[config.mk]
export PLATFORM = sky130hd
export DESIGN_NAME = ps2_keyboard_rx
export DESIGN_NICKNAME = d
export VERILOG_FILES = /design/src/rtl/ps2_pkg.sv /design/src/rtl/ps2_frame_rx.sv /design/src/rtl/ps2_keyboard_rx.sv
export SDC_FILE = /design/constraint.sdc
export NUM_CORES = 1
export LEC_CHECK = 0
export CAP_MARGIN = 20
export CORE_UTILIZATION = 40
export CTS_CLUSTER_SIZE = 14
export DETAILED_ROUTE_END_ITERATION = 16
export PLACE_DENSITY = 0.63
export SYNTH_ARGS = -nofsm -noshare
export SYNTH_HDL_FRONTEND = slang
export SYNTH_SLANG_ARGS = --single-unit
[constraint.sdc]
create_clock -name clk -period 2.72 [get_ports clk]
set_input_delay 0.816 -clock clk [delete_from_list [all_inputs] [get_ports clk]]
set_output_delay 0.816 -clock clk [all_outputs]
set_load 0.01 [all_outputs]
[src/rtl/ps2_pkg.sv]
// rtl/ps2_pkg.sv - shared constants and frame state type for the PS/2 keyboard receiver
package ps2_pkg;

    localparam logic [7:0] PS2_EXT_PREFIX   = 8'hE0;
    localparam logic [7:0] PS2_BREAK_PREFIX = 8'hF0;
    localparam int         PS2_FRAME_BITS   = 11;

    typedef enum logic {
        IDLE,
        SHIFT
    } ps2_state_e;

endpackage

[src/rtl/ps2_frame_rx.sv]
// rtl/ps2_frame_rx.sv - PS/2 frame receiver: sync, edge detect, shift, timeout; optional parity check under PS2_PARITY_CHECK_EN
module ps2_frame_rx
    import ps2_pkg::*;
#(
    parameter int TIMEOUT_CYCLES = 50000,
    parameter int SYNC_STAGES    = 2
) (
    input  logic       clk,
    input  logic       reset,
    input  logic       ps2_clk,
    input  logic       ps2_data,
    output logic [7:0] byte_data,
    output logic       byte_valid,
    output logic       frame_err
);

    localparam int         CW       = (TIMEOUT_CYCLES > 2) ? $clog2(TIMEOUT_CYCLES) : 1;
    localparam logic [3:0] STOP_IDX = 4'(PS2_FRAME_BITS - 1);
    localparam logic [3:0] LAST_DAT = 4'd8;

    logic [SYNC_STAGES-1:0] clk_sync;
    logic [SYNC_STAGES-1:0] data_sync;
    logic                   clk_prev;
    logic                   clk_s;
    logic                   data_s;
    logic                   fall;

    ps2_state_e state, state_n;
    logic [3:0]    bit_cnt, bit_cnt_n;
    logic [7:0]    shreg, shreg_n;
    logic [CW-1:0] idle_cnt, idle_cnt_n;
    logic          frame_ok;

    assign clk_s  = clk_sync[SYNC_STAGES-1];
    assign data_s = data_sync[SYNC_STAGES-1];
    assign fall   = clk_prev & ~clk_s;

    assign byte_data = shreg;

`ifdef PS2_PARITY_CHECK_EN
    logic par_bit, par_bit_n;

    // Odd parity: data bits plus parity bit must contain an odd number of ones.
    assign frame_ok = data_s & (^{shreg, par_bit});

    // Parity bit register, only present when parity is checked.
    always_ff @(posedge clk or negedge reset) begin
        if (!reset) begin
            par_bit <= 1'b0;
        end else begin
            par_bit <= par_bit_n;
        end
    end
`else
    assign frame_ok = data_s;
`endif

    // Synchronizers idle high so reset never manufactures a falling edge.
    always_ff @(posedge clk or negedge reset) begin
        if (!reset) begin
            clk_sync  <= {SYNC_STAGES{1'b1}};
            data_sync <= {SYNC_STAGES{1'b1}};
            clk_prev  <= 1'b1;
        end else begin
            clk_sync  <= {clk_sync[SYNC_STAGES-2:0], ps2_clk};
            data_sync <= {data_sync[SYNC_STAGES-2:0], ps2_data};
            clk_prev  <= clk_s;
        end
    end

    // Frame state, bit counter, shift register and idle counter.
    always_ff @(posedge clk or negedge reset) begin
        if (!reset) begin
            state    <= IDLE;
            bit_cnt  <= 4'd0;
            shreg    <= 8'h00;
            idle_cnt <= '0;
        end else begin
            state    <= state_n;
            bit_cnt  <= bit_cnt_n;
            shreg    <= shreg_n;
            idle_cnt <= idle_cnt_n;
        end
    end

    // Next-state logic; a falling edge always wins over the timeout.
    always_comb begin
        state_n    = state;
        bit_cnt_n  = bit_cnt;
        shreg_n    = shreg;
        idle_cnt_n = idle_cnt;
        byte_valid = 1'b0;
        frame_err  = 1'b0;
`ifdef PS2_PARITY_CHECK_EN
        par_bit_n  = par_bit;
`endif
        case (state)
            IDLE: begin
                idle_cnt_n = '0;
                if (fall && !data_s) begin
                    state_n   = SHIFT;
                    bit_cnt_n = 4'd1;
                end
            end
            SHIFT: begin
                if (fall) begin
                    idle_cnt_n = '0;
                    if (bit_cnt == STOP_IDX) begin
                        state_n   = IDLE;
                        bit_cnt_n = 4'd0;
                        if (frame_ok) begin
                            byte_valid = 1'b1;
                        end else begin
                            frame_err = 1'b1;
                        end
                    end else begin
                        if (bit_cnt <= LAST_DAT) begin
                            shreg_n = {data_s, shreg[7:1]};
                        end
`ifdef PS2_PARITY_CHECK_EN
                        else begin
                            par_bit_n = data_s;
                        end
`endif
                        bit_cnt_n = bit_cnt + 4'd1;
                    end
                end else if (idle_cnt == CW'(TIMEOUT_CYCLES - 1)) begin
                    state_n    = IDLE;
                    bit_cnt_n  = 4'd0;
                    idle_cnt_n = '0;
                    frame_err  = 1'b1;
                end else begin
                    idle_cnt_n = idle_cnt + 1'b1;
                end
            end
            default: begin
                state_n   = IDLE;
                bit_cnt_n = 4'd0;
            end
        endcase
    end

endmodule

[src/rtl/ps2_keyboard_rx.sv]
// rtl/ps2_keyboard_rx.sv - PS/2 keyboard receiver top: prefix decoder and key event outputs (PS2_PARITY_CHECK_EN enables parity check)
module ps2_keyboard_rx
    import ps2_pkg::*;
#(
    parameter int TIMEOUT_CYCLES = 50000,
    parameter int SYNC_STAGES    = 2
) (
    input  logic       clk,
    input  logic       reset,
    input  logic       ps2_clk,
    input  logic       ps2_data,
    output logic [7:0] keycode,
    output logic       make,
    output logic       extended,
    output logic       keycode_ready,
    output logic       frame_err
);

    logic [7:0] rx_byte;
    logic       rx_valid;
    logic       rx_err;
    logic       ext_flag;
    logic       brk_flag;

    ps2_frame_rx #(
        .TIMEOUT_CYCLES (TIMEOUT_CYCLES),
        .SYNC_STAGES    (SYNC_STAGES)
    ) u_frame_rx (
        .clk        (clk),
        .reset      (reset),
        .ps2_clk    (ps2_clk),
        .ps2_data   (ps2_data),
        .byte_data  (rx_byte),
        .byte_valid (rx_valid),
        .frame_err  (rx_err)
    );

    // Prefix decoder: accumulate E0/F0 flags, emit one event per real scan code.
    always_ff @(posedge clk or negedge reset) begin
        if (!reset) begin
            keycode       <= 8'h00;
            make          <= 1'b0;
            extended      <= 1'b0;
            keycode_ready <= 1'b0;
            frame_err     <= 1'b0;
            ext_flag      <= 1'b0;
            brk_flag      <= 1'b0;
        end else begin
            keycode_ready <= 1'b0;
            frame_err     <= rx_err;
            if (rx_err) begin
                ext_flag <= 1'b0;
                brk_flag <= 1'b0;
            end else if (rx_valid) begin
                if (rx_byte == PS2_EXT_PREFIX) begin
                    ext_flag <= 1'b1;
                end else if (rx_byte == PS2_BREAK_PREFIX) begin
                    brk_flag <= 1'b1;
                end else begin
                    keycode       <= rx_byte;
                    make          <= ~brk_flag;
                    extended      <= ext_flag;
                    keycode_ready <= 1'b1;
                    ext_flag      <= 1'b0;
                    brk_flag      <= 1'b0;
                end
            end
        end
    end

endmodule
==> flow_summary.yaml, run 1 <==
detailed_routing:
  wire_per_inst_um: 13.9
  viasPerCell: 5.14
  vias: 1332
  first_iter_violations: 83
  drc: 0
  routed_wl_mm: 3.61
  dr.pass1.iters: 4
  ant_nets: 0
setup_path:
  crit_fanout: 16
  cp.required_ns: 2.88
  slowest_stage: "or2_1"
  cp_data_arrival_time_ns: 2.19
  start_kind: "flip-flop"
  endpoint_kind: "flip-flop"
  crit_type: "flip-flop to flip-flop"
  cp_slowest_stage_delay_ns: 0.56
  crit_path_cell_trace: "nor4bb_1 -> a41o_2 -> or2_1 -> nor2_1"
floorplanning:
  row_count: 26
  core_um2: 5110
  die_y_um: 74.9
  initial_core_util_pct: 41.7
  die_w_um: 74.9
  die_area_um2: 5620
  io_pins: 16
layout:
  multi_input_area_um2: 853
  drive_gt1_share_pct: 14.3
  fillers: 472
  seqCellArea_um2: 1210
  n_antenna_cell: 0
  area_growth_pct: 15.3
  fin_nets: 193
hold_path:
  min_path_type: "flip-flop to flip-flop"
pwr:
  report.power.total_mw: 1.78
  p_leak_nw: 1.03
  p_seq_share_pct: 54.3
  intPower_mw: 1.29
  p_per_area_nw_per_um2: 726
  ir_worst_vdd_v: 0.000364
  comb_power_share_pct: 15.0
  p_sw_share_pct: 27.7
  pwr-share-clk_pct: 30.7
  p_sw_mw: 0.494
status:
  status: "completed"
global_routing:
  gr-usage-all-layers_pct: 15.6
  grt.overflow.total: 0
  grt_antenna_before_repair: 0
  grt_max_degree: 27
  grt_pass1_vias: 1406
  grt_pass1_wl_mm: 6.43
sta:
  finalHoldViolCount: 0
  finalMaxSlewViolations: 0
  relSlewSlack_pct: 54.9
  fin_tns_setup_ns: 0
  period_needed_ns: 2.03
  skew_ns: 0.00404
  rsz0062_at_grt: "false"
  tightest_slew_ns: 0.676
  finalCritPeriodShare_pct: 74.7
  fmax_ghz: 0.492
  setup_viol: 0
  setup_slack_ns: 0.687
cts:
  insertion_delay_ns: 0.30
  cts_root_buf: "clkbuf_8"
  cts_resized: 0
  cts_buffer_depth: 2
  cts_tree: "done"
  cts_setup_buffers: 0
  htree_levels: 2
  cts_made_buffers: 5
  hold_buffers: 0
  clkTransAtPathRegs_ns: 0.08
  cts_sinks: 48
synth:
  ys_seq_elements: 48
  synth_top_area_cell: "dfrtp_1"
  seq_area_frac_synth_pct: 56.7
  synth_compound_area_share_pct: 6.00
  yosysTopAreaCellShare_pct: 50.6
  yosysUniqueCellTypes: 43
  synth_nets: 177
  synth-simple-area-share_pct: 18.3
  muxShareOfSynthArea_pct: 9.47
  synth_edf_count: 0
  synth_top_family_by_area: "simple AND/OR/NAND/NOR gates"
  synthAdderAreaFrac_pct: 0.588
  synth-xor-area-share_pct: 5.76
  synth_area_leaders: "dfrtp_1 51%, mux2_1 9.0%, dfstp_2 6.2%, xnor2_1 3.3%, xor2_1 2.5%"
  syn-cell-area_um2: 2130
  synth_ff_type: "dfrtp_1"
  synth_cells: 172
  syn_avg_cell_area_um2: 12.4
  yosys_warnings: 0
  async_flop_share_pct: 100
placed_design:
  pre_cts_ws_ns: 0.700
  port_buffers: 15
  routabilityCongestion: 0.820
  dp_hpwl_mm: 2.54
job:
  max-cap-violations: 0
[sequential cells by signal (all words and copies together) (netlist names)]
signal	count
u_frame_rx.clk_prev	1
keycode_ready	1
u_frame_rx.data_sync	2
make	1
brk_flag	1
u_frame_rx.idle_cnt	16
extended	1
keycode	8
u_frame_rx.byte_data	8
ext_flag	1
u_frame_rx.state	1
u_frame_rx.bit_cnt	4
u_frame_rx.clk_sync	2
frame_err	1
[cell usage in the layout, fill, tap and decap left out, drive strengths merged, types with 2 or more instances in the layout]
master,count
a41oi,2
buf,2
nor3,6
dfrtp,43
clkbuf,7
a31oi,2
xor2,6
nand4b,2
nor2,19
clkdlybuf4s50,14
nand3,9
and3,4
a21oi,4
inv,4
nand4,5
xnor2,8
o31ai,2
nand2,4
nor4,3
mux2,17
dfstp,5
nor4bb,2
o21ai,2
[path summary, 6_finish.rpt]
check                                       start                 endpoint  slack [ns]  cells after the start
setup / recovery           u_frame_rx.idle_cnt[7]   u_frame_rx.idle_cnt[5]        0.69                      4
hold / removal             u_frame_rx.clk_sync[0]   u_frame_rx.clk_sync[1]        0.36                      0
setup reg to reg           u_frame_rx.idle_cnt[7]   u_frame_rx.idle_cnt[5]        0.69                      4
hold reg to reg            u_frame_rx.clk_sync[0]   u_frame_rx.clk_sync[1]        0.36                      0
max in group asynchronous                   reset  u_frame_rx.idle_cnt[10]        1.71                      2
min in group asynchronous                   reset   u_frame_rx.idle_cnt[7]        0.49                      1
[through the flow]
step | cell area (um2) | util [%] | hold slack (ns) | instances
6_report | 2450 | 48.1 | 0.360 | 259
5_1_grt | 2450 | 48.1 | 0.367 | 259
4_1_cts | 2450 | 48.1 | 0.362 | 259
3_5_place_dp | 2330 | 45.6 | 0.349 | 251
3_3_place_gp | 2330 | 45.6 | 0.345 | 251
2_1_floorplan | 2130 | - | 0.345 | 172
[critical path, delay by kind of cell (launching register included)]
kind,cells,cell delay [ns]
simple gates,3,1.10
flops,1,0.47
compound gates,1,0.32
[kinds of logic (layout without fill, tap and decap cells)]
logic type      after synthesis  after routing
fa+ha+maj                     1              1
flops                        48             48
compound gates               18             18
xor+xnor                     14             14
simple gates                 62             62
buf+inv                      11             28
mux                          18             18
[area by class of cell]
type / instances / share of cell area, %
inverters: 4 / 0.612
multi-input cells: 113 / 34.8
well taps: 70 / 3.57
clock buffers: 7 / 3.92
clock inverters: 1 / 1.22
flip-flops and latches: 48 / 49.2
repair buffers: 16 / 6.73
[power by group through the flow]
stage          Clock, mW  Combinational (mW)  Sequential, mW
6_report           0.547               0.267           0.967
5_1_grt            0.596               0.302           0.989
4_1_cts            0.570               0.271           0.966
3_5_place_dp           0               0.271           0.979
3_3_place_gp           0               0.258           0.965
2_1_floorplan          0               0.231           0.929
[cells in the mapped netlist (2+ instances only)]
master and n:
a21oi_1 4, a31oi_1 2, a41oi_1 2, and3_1 4, buf_2 3, buf_4 2
buf_6 2, dfrtp_1 43, dfstp_2 5, inv_1 4, mux2_1 17, nand2_1 4
nand3_1 9, nand4_1 5, nand4b_1 2, nor2_1 11, nor2_2 8, nor3_1 5
nor4_1 2, nor4bb_1 2, o31ai_1 2, xnor2_1 8, xor2_1 6
[routing by layer]
layer / global-route usage, % / vias up / part of all wire [%]
li1: - / 647 / -
met5: 0 / - / 0
met3: 4.55 / 9 / 3.5
met2: 23.7 / 27 / 45
met1: 20.3 / 649 / 49
met4: 8.39 / 0 / 2.4
Note: power is estimated with default switching activity, not from simulation.
==> inputs of run 2 (changes only) <==
==> constraint.sdc (replaced) <==
create_clock -name clk -period 2 [get_ports clk]
set_input_delay 0.6 -clock clk [delete_from_list [all_inputs] [get_ports clk]]
set_output_delay 0.6 -clock clk [all_outputs]
set_load 0.01 [all_outputs]
==> run 2 against run 1 <==
  * Clock-buffer cell count unchanged
  * Global-route usage up 0.24 points
  * Flip-flop and latch count unchanged
  * Core utilization up 0.34 points
  * Cell area up 0.71%
  * Largest power group unchanged
  * Non-clock buffer count up 5
  * Sequential power up 37%
  * Combinational power up 49%
==> flow_summary.yaml, run 2 (same netlist as run 1, synthesis figures left out) <==
status:
  status: "completed"
cts:
  cts_setup_buffers: 0
  cts_root_buf: "clkbuf_8"
  insertion_delay_ns: 0.30
  cts_buffer_depth: 2
  htree_levels: 2
  cts_made_buffers: 5
  cts_sinks: 48
  clkTransAtPathRegs_ns: 0.09
  cts_resized: 0
  cts_tree: "done"
  hold_buffers: 0
detailed_routing:
  drc: 0
  wire_per_inst_um: 14.8
  first_iter_violations: 122
  ant_nets: 0
  routed_wl_mm: 3.90
  dr.pass1.iters: 4
  vias: 1387
  viasPerCell: 5.25
setup_path:
  crit_family: "buffers and inverters"
  cp_data_arrival_time_ns: 1.20
  slowest_stage: "clkdlybuf4s50_1"
  cp_slowest_stage_delay_ns: 0.55
  crit_fanout: 2
  timing.rr.start: "u_frame_rx.idle_cnt[0]"
  r2r_end: "u_frame_rx.idle_cnt[15]"
  crit_type: "flip-flop to output port"
  reg2reg_depth: 6
  crit_path_cell_trace: "clkdlybuf4s50_1"
  start_kind: "flip-flop"
  cp-startpoint: "extended"
  endpoint_kind: "output port"
  cp.required_ns: 1.40
  r2r_setup_slack_ns: 0.22
  path_buf_inv: 1
floorplanning:
  die_area_um2: 5620
  initial_core_util_pct: 41.7
  io_pins: 16
  die_w_um: 74.9
  core_um2: 5110
  die_y_um: 74.9
  row_count: 26
global_routing:
  grt_antenna_before_repair: 0
  grt_pass1_vias: 1309
  grt_max_degree: 49
  grt.overflow.total: 0
  grt_pass1_wl_mm: 6.48
  gr-usage-all-layers_pct: 15.9
hold_path:
  min_path_type: "primary input to asynchronous set/reset pin"
sta:
  fin_tns_setup_ns: 0
  period_needed_ns: 1.80
  setup_viol: 0
  skew_ns: 0.00647
  finalMaxSlewViolations: 0
  tightest_slew_ns: 0.410
  finalCritPeriodShare_pct: 90.2
  fmax_ghz: 0.554
  finalHoldViolCount: 0
  relSlewSlack_pct: 72.3
  rsz0062_at_grt: "false"
placed_design:
  routabilityCongestion: 0.808
  placed_area_um2: 2380
  port_buffers: 15
  dp_hpwl_mm: 2.70
layout:
  final_common_cell: "dfrtp_1"
  layout_common_cells: "43 x dfrtp_1, 17 x mux2_1, 14 x clkdlybuf4s50_1"
  drive_gt1_share_pct: 16.0
  fin_nets: 198
  largest_register_ffs: 16
  n_antenna_cell: 0
  postLayoutCellArea_um2: 2470
  area_growth_pct: 16.2
  top_register: "u_frame_rx.idle_cnt"
pwr:
  p_per_area_nw_per_um2: 934
  p_leak_nw: 1.04
  ir_worst_vdd_v: 0.000519
job:
  max-cap-violations: 0
## run 2: power by group
group / switching, mW / internal [mW]
combinational: 0.189 / 0.209
sequential: 0.191 / 1.13
clock: 0.314 / 0.281
total: 0.694 / 1.62
## run 2: per-layer routing
metal  GRT usage, %  vias up  wire length, um
li1               -      653                -
met1           21.3      694             1830
met2           24.2       33             1860
met3           4.55        7              151
met4           6.50        0               63
met5              0        -                0
## run 2: how the worst max path moves through the flow
stage / end / slack [ns] / cells past startpoint
2_1_floorplan: u_frame_rx.idle_cnt[14] / 0.29 / 7
3_3_place_gp: u_frame_rx.idle_cnt[15] / 0.32 / 6
3_5_place_dp: u_frame_rx.idle_cnt[15] / 0.24 / 6
4_1_cts: extended / 0.17 / 1
5_1_grt: extended / 0.13 / 1
6_report: extended / 0.20 / 1
## run 2: metrics by stage
step / hold WS [ns] / utilization (%) / instances / power, mW / worst slack, ns
after floorplan: 0.304 / - / 172 / 1.58 / 0.294
after global placement: 0.345 / 46.6 / 256 / 1.69 / 0.318
after detailed placement: 0.348 / 46.6 / 256 / 1.73 / 0.238
after CTS: 0.278 / 48.4 / 264 / 2.32 / 0.171
after global routing: 0.282 / 48.4 / 264 / 2.45 / 0.135
final: 0.271 / 48.4 / 264 / 2.31 / 0.196
## run 2: cell type report
class,count,area (um2)
inverters,4,15.0
multi-input cells,113,853
flip-flops and latches,48,1210
clock inverters,1,7.51
repair buffers,21,215
clock buffers,7,86.3
well taps,70,87.6
fillers,462,2640
==> inputs of run 3 (changes only) <==
--- a/config.mk
+++ b/config.mk
@@ -6,6 +6,7 @@
 export NUM_CORES = 1
 export LEC_CHECK = 0
 export CAP_MARGIN = 20
+export CORE_MARGIN = 8
 export CORE_UTILIZATION = 40
 export CTS_CLUSTER_SIZE = 14
 export DETAILED_ROUTE_END_ITERATION = 16
==> run 3 against run 2 <==
  * Sequential share of layout area grew 0.17 points
  * Non-clock buffer count is the same
  * Cell area shrank 0.35%
  * Total power shrank 0.10%
  * Register-to-register slack lost 0.04 ns
  * First-iteration DRC count shrank 51%
  * Via count grew 1.4%
  * Clock skew grew 0.0018 ns
  * Final cell count is the same
  * Core utilization shrank 0.17 points
  * Wire length grew 4.2%
  * Critical path type is now flip-flop to flip-flop
  * Largest cell class unchanged
  * Largest power group unchanged
==> flow_summary.yaml, run 3 (same netlist as run 1, synthesis figures left out) <==
sta:
  skew_ns: 0.00831
  finalHoldViolCount: 0
  finalMaxSlewViolations: 0
  rsz0062_at_grt: "false"
  period_needed_ns: 1.82
  tightest_slew_ns: 0.627
  finalCritPeriodShare_pct: 91.1
  setup_viol: 0
  fin_tns_setup_ns: 0
  relSlewSlack_pct: 58.2
  fmax_ghz: 0.549
detailed_routing:
  ant_nets: 0
  dr.pass1.iters: 4
  drc: 0
  routed_wl_mm: 4.06
  first_iter_violations: 60
  viasPerCell: 5.33
  wire_per_inst_um: 15.4
  vias: 1406
global_routing:
  grt_antenna_before_repair: 0
  grt.overflow.total: 0
  grt_pass1_vias: 1507
  grt_pass1_wl_mm: 7.16
  gr-usage-all-layers_pct: 11.6
  grt_max_degree: 28
setup_path:
  cp.required_ns: 2.23
  crit_type: "flip-flop to flip-flop"
  slowest_stage: "dfrtp_1"
  crit_family: "simple AND/OR/NAND/NOR gates"
  endpoint_kind: "flip-flop"
  cp_data_arrival_time_ns: 2.05
  crit_path_cell_trace: "ha_1 -> and3_1 -> a41o_2 -> or2_1 -> buf_4 -> a21oi_1"
  path_buf_inv: 1
  cp_slowest_stage_delay_ns: 0.42
  start_kind: "flip-flop"
  crit_fanout: 16
floorplanning:
  die_y_um: 88.9
  row_count: 26
  die_area_um2: 7910
  core_um2: 5110
  io_pins: 16
  initial_core_util_pct: 41.7
  die_w_um: 88.9
cts:
  cts_sinks: 48
  cts_setup_buffers: 0
  cts_resized: 0
  htree_levels: 2
  cts_tree: "done"
  cts_root_buf: "clkbuf_8"
  hold_buffers: 0
  clkTransAtPathRegs_ns: 0.09
  cts_buffer_depth: 2
  cts_made_buffers: 5
  insertion_delay_ns: 0.30
pwr:
  p_leak_nw: 1.03
  comb_power_share_pct: 16.6
  ir_worst_vdd_v: 0.000426
  pwr-share-clk_pct: 26.2
  p_per_area_nw_per_um2: 937
  p_seq_share_pct: 57.2
  intPower_mw: 1.60
  p_sw_mw: 0.707
  p_sw_share_pct: 30.6
layout:
  layout_common_cells: "43 x dfrtp_1, 17 x mux2_1, 14 x clkdlybuf4s50_1"
  area_growth_pct: 15.8
  largest_register_ffs: 16
  drive_gt1_share_pct: 16.5
  n_antenna_cell: 0
  fin_nets: 198
  final_util_pct: 48.2
  final_common_cell: "dfrtp_1"
  top_register: "u_frame_rx.idle_cnt"
  fin_cells: 264
job:
  max-cap-violations: 0
placed_design:
  dp_hpwl_mm: 2.89
  dp_cells: 256
  routabilityCongestion: 0.811
  port_buffers: 15
status:
  status: "completed"
hold_path:
  min_path_type: "primary input to asynchronous set/reset pin"
-- run 3: worst paths after layout --
path / startpoint / to / slack [ns] / cells after the start
worst max-delay path: u_frame_rx.idle_cnt[0] / u_frame_rx.idle_cnt[15] / 0.18 / 6
worst min-delay path: reset / u_frame_rx.idle_cnt[2] / 0.31 / 1
worst max register to register: u_frame_rx.idle_cnt[0] / u_frame_rx.idle_cnt[15] / 0.18 / 6
worst min register to register: u_frame_rx.data_sync[0] / u_frame_rx.data_sync[1] / 0.36 / 0
max in group asynchronous: reset / brk_flag / 1.16 / 2
min in group clk: u_frame_rx.data_sync[0] / u_frame_rx.data_sync[1] / 0.36 / 0
-- run 3: cell type report --
type,instances,area (um2)
clock buffers,6,82.6
clock inverters,2,15.0
fillers,480,2640
inverters,4,15.0
multi-input cells,113,853
flip-flops and latches,48,1210
well taps,70,87.6
repair buffers,21,203
-- run 3: power groups by stage --
stage | combinational [mW] | clock, mW | sequential [mW]
2_1_floorplan | 0.314 | 0 | 1.26
5_1_grt | 0.431 | 0.667 | 1.35
4_1_cts | 0.389 | 0.626 | 1.32
6_report | 0.383 | 0.605 | 1.32
3_3_place_gp | 0.370 | 0 | 1.32
3_5_place_dp | 0.385 | 0 | 1.34
-- run 3: layer usage --
layer,GRT usage [%],vias to the layer above,routed length (um)
li1,-,652,-
met1,13.6,709,1760
met2,19.2,34,2030
met3,3.31,11,190
met4,5.29,0,78
met5,0,-,0
-- run 3: metrics by stage --
stage	power (mW)	hold WS (ns)	area [um2]	setup WS (ns)
5_1_grt	2.45	0.345	2460	0.0383
6_report	2.31	0.310	2460	0.178
2_1_floorplan	1.58	0.304	2130	0.294
4_1_cts	2.33	0.320	2460	0.159
3_3_place_gp	1.69	0.347	2370	0.231
3_5_place_dp	1.72	0.352	2370	0.195
